===== config.mk =====
export PLATFORM = sky130hd
export DESIGN_NAME = apb_acc_initiator
export DESIGN_NICKNAME = d
export VERILOG_FILES = /design/src/rtl/apb_acc_pkg.sv /design/src/rtl/apb_wait_timer.sv /design/src/rtl/apb_acc_initiator.sv
export SDC_FILE = /design/constraint.sdc
export NUM_CORES = 1
export LEC_CHECK = 0
export ABC_AREA = 1
export ABC_CLOCK_PERIOD_IN_PS = 1600
export BUFFER_PORTS_ARGS = -buffer_cell sky130_fd_sc_hd__buf_2
export CELL_PAD_IN_SITES_DETAIL_PLACEMENT = 1
export CELL_PAD_IN_SITES_GLOBAL_PLACEMENT = 1
export CORE_ASPECT_RATIO = 0.7
export CORE_MARGIN = 2
export CORE_UTILIZATION = 32
export DETAILED_ROUTE_END_ITERATION = 16
export GPL_TIMING_DRIVEN = 0
export PLACE_DENSITY = 0.86
export SLEW_MARGIN = 10
export SYNTH_ARGS = -nofsm -noshare
export SYNTH_HDL_FRONTEND = slang
export SYNTH_SLANG_ARGS = --single-unit

===== constraint.sdc =====
create_clock -name HCLK -period 1.6 [get_ports HCLK]
set_input_delay 0.16 -clock HCLK [delete_from_list [all_inputs] [get_ports HCLK]]
set_output_delay 0.16 -clock HCLK [all_outputs]
set_load 0.05 [all_outputs]

===== src/rtl/apb_acc_pkg.sv =====
// Shared types and constants for the accelerator APB initiator.
package apb_acc_pkg;

    typedef enum logic [1:0] {
        ST_IDLE   = 2'd0,
        ST_SETUP  = 2'd1,
        ST_ACCESS = 2'd2,
        ST_RESP   = 2'd3
    } apb_state_e;

    // Accelerator register window byte offsets.
    localparam logic [11:0] ACC_REG_0 = 12'h004;
    localparam logic [11:0] ACC_REG_1 = 12'h008;
    localparam logic [11:0] ACC_REG_2 = 12'h00C;
    localparam logic [11:0] ACC_REG_3 = 12'h010;
    localparam logic [11:0] ACC_REG_4 = 12'h014;

    // Wait cycles with PREADY low before a transfer is aborted (0 = never).
    localparam int DEFAULT_TIMEOUT_CYCLES = 255;

endpackage


===== src/rtl/apb_wait_timer.sv =====
// Saturating ACCESS wait-state counter. expired is raised during the
// wait cycle that brings the count of PREADY-low cycles to TIMEOUT_CYCLES.
module apb_wait_timer
    import apb_acc_pkg::*;
#(
    parameter int TIMEOUT_CYCLES = DEFAULT_TIMEOUT_CYCLES
) (
    input  logic HCLK,
    input  logic HRESETn,
    input  logic clear,
    input  logic count_en,
    output logic expired
);

    localparam int CNT_W  = (TIMEOUT_CYCLES > 0) ? $clog2(TIMEOUT_CYCLES + 1) : 1;
    localparam int LAST_I = (TIMEOUT_CYCLES > 0) ? TIMEOUT_CYCLES - 1 : 0;
    localparam logic [CNT_W-1:0] LAST = CNT_W'(LAST_I);
    localparam logic [CNT_W-1:0] MAX  = CNT_W'(TIMEOUT_CYCLES);

    logic [CNT_W-1:0] count;

    // Count PREADY-low ACCESS cycles; saturate at MAX so it never wraps.
    always_ff @(posedge HCLK) begin
        // NOTE: sequential state uses non-blocking assignments so every flop
        // samples the pre-edge values regardless of statement order.
        if (!HRESETn) begin
            count <= '0;
        end else if (clear) begin
            count <= '0;
        end else if (count_en && (count != MAX)) begin
            count <= count + CNT_W'(1);
        end
    end

    assign expired = (TIMEOUT_CYCLES != 0) && count_en && (count >= LAST);

endmodule


===== src/rtl/apb_acc_initiator.sv =====
// APB initiator: one local request becomes one SETUP/ACCESS transfer, and
// the result is parked in RESP until the response handshake completes.
module apb_acc_initiator
    import apb_acc_pkg::*;
#(
    parameter int APB_ADDR_WIDTH = 12,
    parameter int TIMEOUT_CYCLES = DEFAULT_TIMEOUT_CYCLES
) (
    input  logic                      HCLK,
    input  logic                      HRESETn,
    input  logic                      req_valid,
    output logic                      req_ready,
    input  logic [APB_ADDR_WIDTH-1:0] req_addr,
    input  logic [31:0]               req_wdata,
    input  logic                      req_write,
    output logic                      rsp_valid,
    input  logic                      rsp_ready,
    output logic [31:0]               rsp_rdata,
    output logic                      rsp_err,
    output logic                      rsp_timeout,
    output logic [APB_ADDR_WIDTH-1:0] PADDR,
    output logic [31:0]               PWDATA,
    output logic                      PWRITE,
    output logic                      PSEL,
    output logic                      PENABLE,
    input  logic [31:0]               PRDATA,
    input  logic                      PREADY,
    input  logic                      PSLVERR
);

    apb_state_e state_q;
    apb_state_e state_d;
    logic       load_req;
    logic       capture_ok;
    logic       capture_abort;
    logic       timer_expired;

    apb_wait_timer #(
        .TIMEOUT_CYCLES(TIMEOUT_CYCLES)
    ) u_wait_timer (
        .HCLK    (HCLK),
        .HRESETn (HRESETn),
        .clear   (state_q == ST_SETUP),
        .count_en((state_q == ST_ACCESS) && !PREADY),
        .expired (timer_expired)
    );

    // State register; reset drops any transfer in flight without a response.
    always_ff @(posedge HCLK) begin
        if (!HRESETn) begin
            state_q <= ST_IDLE;
        end else begin
            state_q <= state_d;
        end
    end

    // Next-state decode and bus/handshake outputs.
    always_comb begin
        // NOTE: every signal written here gets a default first, so no path
        // leaves one unassigned and no latch is inferred.
        state_d       = state_q;
        load_req      = 1'b0;
        capture_ok    = 1'b0;
        capture_abort = 1'b0;
        req_ready     = 1'b0;
        rsp_valid     = 1'b0;
        PSEL          = 1'b0;
        PENABLE       = 1'b0;
        case (state_q)
            ST_IDLE: begin
                req_ready = HRESETn;
                if (req_valid) begin
                    load_req = 1'b1;
                    state_d  = ST_SETUP;
                end
            end
            ST_SETUP: begin
                PSEL    = 1'b1;
                state_d = ST_ACCESS;
            end
            ST_ACCESS: begin
                PSEL    = 1'b1;
                PENABLE = 1'b1;
                if (PREADY) begin
                    capture_ok = 1'b1;
                    state_d    = ST_RESP;
                end else if (timer_expired) begin
                    capture_abort = 1'b1;
                    state_d       = ST_RESP;
                end
            end
            ST_RESP: begin
                rsp_valid = 1'b1;
                if (rsp_ready) begin
                    state_d = ST_IDLE;
                end
            end
            default: state_d = ST_IDLE;
        endcase
    end

    // Request fields drive the bus from SETUP onward; the response is
    // captured once at the end of ACCESS and held through RESP.
    always_ff @(posedge HCLK) begin
        if (!HRESETn) begin
            PADDR       <= '0;
            PWDATA      <= '0;
            PWRITE      <= 1'b0;
            rsp_rdata   <= '0;
            rsp_err     <= 1'b0;
            rsp_timeout <= 1'b0;
        end else begin
            if (load_req) begin
                PADDR  <= req_addr;
                PWDATA <= req_wdata;
                PWRITE <= req_write;
            end
            if (capture_ok) begin
                rsp_rdata   <= PWRITE ? 32'h0 : PRDATA;
                rsp_err     <= PSLVERR;
                rsp_timeout <= 1'b0;
            end else if (capture_abort) begin
                rsp_rdata   <= 32'h0;
                rsp_err     <= 1'b1;
                rsp_timeout <= 1'b1;
            end
        end
    end

endmodule


After elaboration in Yosys (flattened, before gate mapping)
Cells that the tools add are included.
- $add $sub $neg: 1
- multiply operators: 0
- div/mod/pow operators: 0
- magnitude comparators: 1
- equal/unequal tests: 7
- shift operators: 0
- muxes and demuxes: 21
- bitwise operators: 1
- reduce and logical (&&, ||, !) cells: 10
- operator list (operator ; count):
    $mux 32 ; 3
    $mux 1 ; 13
    $add 8x1->8 const B ; 1
    $ge 8x8->1 const B ; 1
    $mux 2 ; 4
    $ne 8x8->1 const B ; 1
    $pmux 2 s4 ; 1
    $reduce_or 2->1 ; 3
    $eq 2x2->1 const B ; 2
    $ne 2x2->1 const B ; 2
    $logic_and 1x1->1 ; 3
    $ne 3x3->1 const B ; 1
    $reduce_and 3->1 ; 1
    $eq 2x1->1 const B ; 1
    $logic_not 2->1 ; 1
    $reduce_bool 2->1 ; 1
    $logic_not 1->1 ; 1
    $not 1->1 ; 1
- flip-flop bits (word level): 89
- latch bits: 0
- RAM bits: 0
- ROM bits: 0
- bits of input ports: 83
- output and inout bits: 83
- logic and storage cells: 49
- memories: 0

Depth between registers and ports, before layout
- word-level depth: 8
- gate-level depth with buffers: 9
- gate-level depth less buffers: 9

Hierarchy
From an unflattened synthesis, not the netlist that was laid out.
- cells, all modules: 448
- area total of the unflattened synthesis: 3495.9 µm²
- by module, submodules not included (module ; instances ; cells an instance ; area each (µm²) ; sequential area each (µm²)):
    apb_acc_initiator ; 1 ; 382 ; 3035.4 ; 1621.6
    apb_wait_timer ; 1 ; 66 ; 460.4 ; 160.2

Worst setup path after synthesis
OpenSTA, ideal clock, no wires.
- kind: register to register
- from: register state_q[0]
- to: register rsp_rdata[23]
- library setup time: 0.132 ns
- arrival time: 1.652 ns
- data required time: 1.468 ns
- setup slack: -0.184 ns
- cell stages (with the launch flop): 9
- buffers on the path: 1
- clock period less this slack: 1.784 ns
- path through: dfxtp_1 > inv_1 > ha_1 > inv_1 > nor2_4 > nand3_4 > buf_6 > nand3_1 > a21oi_1
- longest elaborated chain between the ends: 7
- elaborated cells on any way between the ends: 9
- those cells by class: 1 x eq/ne; 5 x mux; 3 x reduce/logical
- RTL lines (item ; RTL line ; RTL):
    start: declaration ; apb_acc_initiator.sv:31 ; apb_state_e state_q;
    start signal: assignment ; apb_acc_initiator.sv:53 ; state_q <= state_d;
    $eq 2x2->1 * ; apb_acc_initiator.sv:44, apb_acc_initiator.sv:69 ;
    $logic_and 1x1->1 ; apb_acc_initiator.sv:44 ; .count_en((state_q == ST_ACCESS) && !PREADY),
    $logic_and 1x1->1 ; apb_wait_timer.sv:35 ; assign expired = (TIMEOUT_CYCLES != 0) && count_en && (count >= LAST);
    $mux 1 ; apb_acc_initiator.sv:87 ; end else if (timer_expired) begin
    $mux 1 ; apb_acc_initiator.sv:84 ; if (PREADY) begin
    $mux 1 ; apb_acc_initiator.sv:69 ; case (state_q)
    $reduce_bool 2->1 (no source line) ; -- ;
    end signal: assignment ; apb_acc_initiator.sv:119 ; rsp_rdata <= PWRITE ? 32'h0 : PRDATA;
    end: declaration ; apb_acc_initiator.sv:18 ; output logic [31:0] rsp_rdata,
Mark *: on every way between the ends. The rest lies on a longest branch, timed or not.
A chain may end at the register's enable or synchronous reset.

Worst setup path after layout
- from: register state_q[0]
- to: output port req_ready
- longest elaborated chain between the ends: 2
- RTL lines (item ; RTL line ; RTL):
    $logic_not 2->1 ; apb_acc_initiator.sv:69 ;
    $mux 1 ; apb_acc_initiator.sv:69 ;
    end: declaration ; apb_acc_initiator.sv:12 ; output logic req_ready,
Every way passes these cells.

==> impl_metrics.csv <==
group,metric,value,unit
detailed_routing,drt-initial-drc-count,79,
setup_path,r2r_cells,8,
die,fp-row-count,31,
setup_path,timing.rr.start,"state_q[0]",
place,io_buffers,165,
logic_synthesis,syn_avg_cell_area,7.858,sq um
timing,tns,0,ns
setup_path,r2r_slack,0.11,ns
detailed_routing,firstDrtPassIters,4,
logic_synthesis,ys_async_sr_fraction,0,%
global_routing,overflow,0,
logic_synthesis,ys_types,27,
die,die_w,129.1,microns
detailed_routing,wl_per_cell,14.65,microns
setup_path,crit_arrival,1.38,ns
run_status,status,"completed",
timing,hold_violations,0,
global_routing,met1_usage,22.59,%
logic_synthesis,ys_ff_latch,89,
place,dpl_cell_area,4518,sq um
pwr,power.leakage,2.257,nW
global_routing,antenna_found_initial,0,
place,place_ws,-0.1556,ns
layout,stdcell_area,4877,sq um
logic_synthesis,yosysWarnings,0,
global_routing,grt_pass1_wl,18340,microns
logic_synthesis,synth_edf_count,0,
place,gp_congestion,0.7850,
clocking,clk_latency,0.34,ns
clocking,clock_sinks,89,
place,dpl.cell_count,759,
timing,max_slew_margin,70.04,%
detailed_routing,routed_wl,11370,microns
setup_path,worstPathMaxFanout,4,
clocking,htree_levels,3,
logic_synthesis,syn-cell-area,3505,sq um
layout,finalNetCount,712,
global_routing,track_usage,19.53,%
global_routing,busiest_layer,"met2",
global_routing,gr-usage-met3,7.602,%
detailed_routing,routed_via_density,4.638,
job,maxCapViolCount,0,
timing,maxSlewViolCount,0,
logic_synthesis,ys_top_cells_by_count,"104 x nor2_1, 89 x dfxtp_1, 59 x nand2_1",
layout,utilization,46.40,%
global_routing,gr-usage-met2,33.29,%
timing,worstMarginPinSlew,0.4494,ns
detailed_routing,vias,3599,
die,dieArea,11820,sq um
place,post-dp-hpwl,8784,microns
global_routing,grt_pass1_vias,3768,
detailed_routing,drc,0,
logic_synthesis,syn_inst,446,
setup_path,startpoint,"state_q[0]",
logic_synthesis,syn_nets,535,
logic_synthesis,synth_top_area_cell,"dfxtp_1",
setup_path,end_kind,"primary output",
timing,min_period_over_period,96.43,%
logic_synthesis,synth_area_leaders,"dfxtp_1 51%, nor2_1 11%, o21ai_0 7.0%",
layout,fin_cells,776,
logic_synthesis,synthFlopType,"dfxtp_1",
die,fp.coreArea,10510,sq um
timing,fin_skew,0.006670,ns
die,io_pins,166,
timing,setup-violations-final,0,
clocking,cts_max_path_buffers,2,
global_routing,grt_max_degree,15,
setup_path,cp.required,1.44,ns
setup_path,reg2reg_to,"rsp_rdata[25]",
detailed_routing,ant_nets,0,
logic_synthesis,synth_most_common_cell,"nor2_1",
logic_synthesis,ys_seq_area_share,50.84,%
clocking,cts_made_buffers,9,
timing,max_freq,648.2,MHz
layout,drive_gt1_share,35.83,%
setup_path,worst_setup_path_start_kind,"register",
timing,fin_ws,0.05715,ns
timing,timing.final.crit_period,1.543,ns
worst_hold_path,hold_class,"in -> reg",
pwr,powerDensity,1800,nW/um^2
die,start_util,33.34,%
layout,area_growth,39.16,%
setup_path,crit_end,"req_ready",
setup_path,worst-setup-path-type,"reg -> out",
die,die_h,91.56,microns
timing,holdWs,0.06726,ns
pwr,total_power,8.777,mW
clocking,cts_root_buffer,"clkbuf_16",
pwr,peakVddDrop,0.8671,mV
clocking,cts_tree,"built",
logic_synthesis,yosysTopAreaCellShare,50.84,%
clocking,cts.clk_slew.worst_paths,0.07,ns
layout,diodes,0,
==> critical path: stages, from the launching register on <==
cell and delay, ns:
dfxtp_2 0.35, inv_2 0.09, ha_2 0.24, nand2_1 0.07
inv_1 0.07, clkbuf_4 0.23
==> cell type report <==
cell class / count / area (sq um)
well taps: 148 / 185.2
clock buffers: 10 / 229.0
fillers: 1354 / 5634
inverters: 21 / 78.83
plain buffers: 25 / 163.9
multi-input cells: 311 / 1513
flip-flops and latches: 89 / 1787
clock inverters: 6 / 82.58
repair buffers: 166 / 838.3
==> power by group <==
group | total (mW) | switching (mW) | internal (mW)
clock | 2.24 | 0.876 | 1.36
combinational | 3.60 | 2.72 | 0.885
sequential | 2.94 | 0.265 | 2.67
total | 8.78 | 3.86 | 4.92
==> kinds of logic after synthesis <==
group                    after synthesis  share of synthesized area (%)
AO/OA/AOI/OAI                         90                          13.17
XOR/XNOR                               3                         0.7499
adder cells (fa/ha/maj)                6                          2.142
buffers and inverters                 46                          6.711
flip-flops                            89                          50.84
AND/OR/NAND/NOR                      212                          26.38
==> what timing repair did <==
item,CTS,global route
buffers inserted,0,1
resized for setup,7,11
pin swaps,0,2
endpoints found under the hold margin,0,0
hold buffers,0,0
endpoints found under the setup margin,60,78
==> layer usage <==
layer,share of wire [%],up-vias
li1,-,1797
met1,42,1686
met2,49,108
met3,7.9,8
met4,1.1,0
met5,0,-
==> how the worst min path moves through the flow <==
stage,start,cells after the start,endpoint,slack (ns)
6_report,req_wdata[23],3,PWDATA[23],0.07
5_1_grt,PRDATA[20],3,rsp_rdata[20],0.07
4_1_cts,PRDATA[6],3,rsp_rdata[6],0.06
3_5_place_dp,req_wdata[5],3,PWDATA[5],0.42
3_3_place_gp,req_wdata[5],3,PWDATA[5],0.40
2_1_floorplan,PRDATA[10],2,rsp_rdata[10],0.31
==> placed cells by master, fill, tap and decap left out, drive strengths merged, types with 2 or more instances in the layout <==
master / count
clkinv: 4
ha: 6
a21oi: 39
bufinv: 2
xor2: 2
dfxtp: 89
clkbuf: 24
nand3: 38
inv: 20
buf: 177
nand2: 63
nor2: 109
o21ai: 50
==> state kept, by name, indices dropped and copies added (netlist names) <==
name                count
rsp_err                 1
state_q                 2
rsp_timeout             1
PWDATA                 32
PADDR                  12
u_wait_timer.count      8
PWRITE                  1
rsp_rdata              32
No activity file was read; power rests on OpenSTA's default activity.
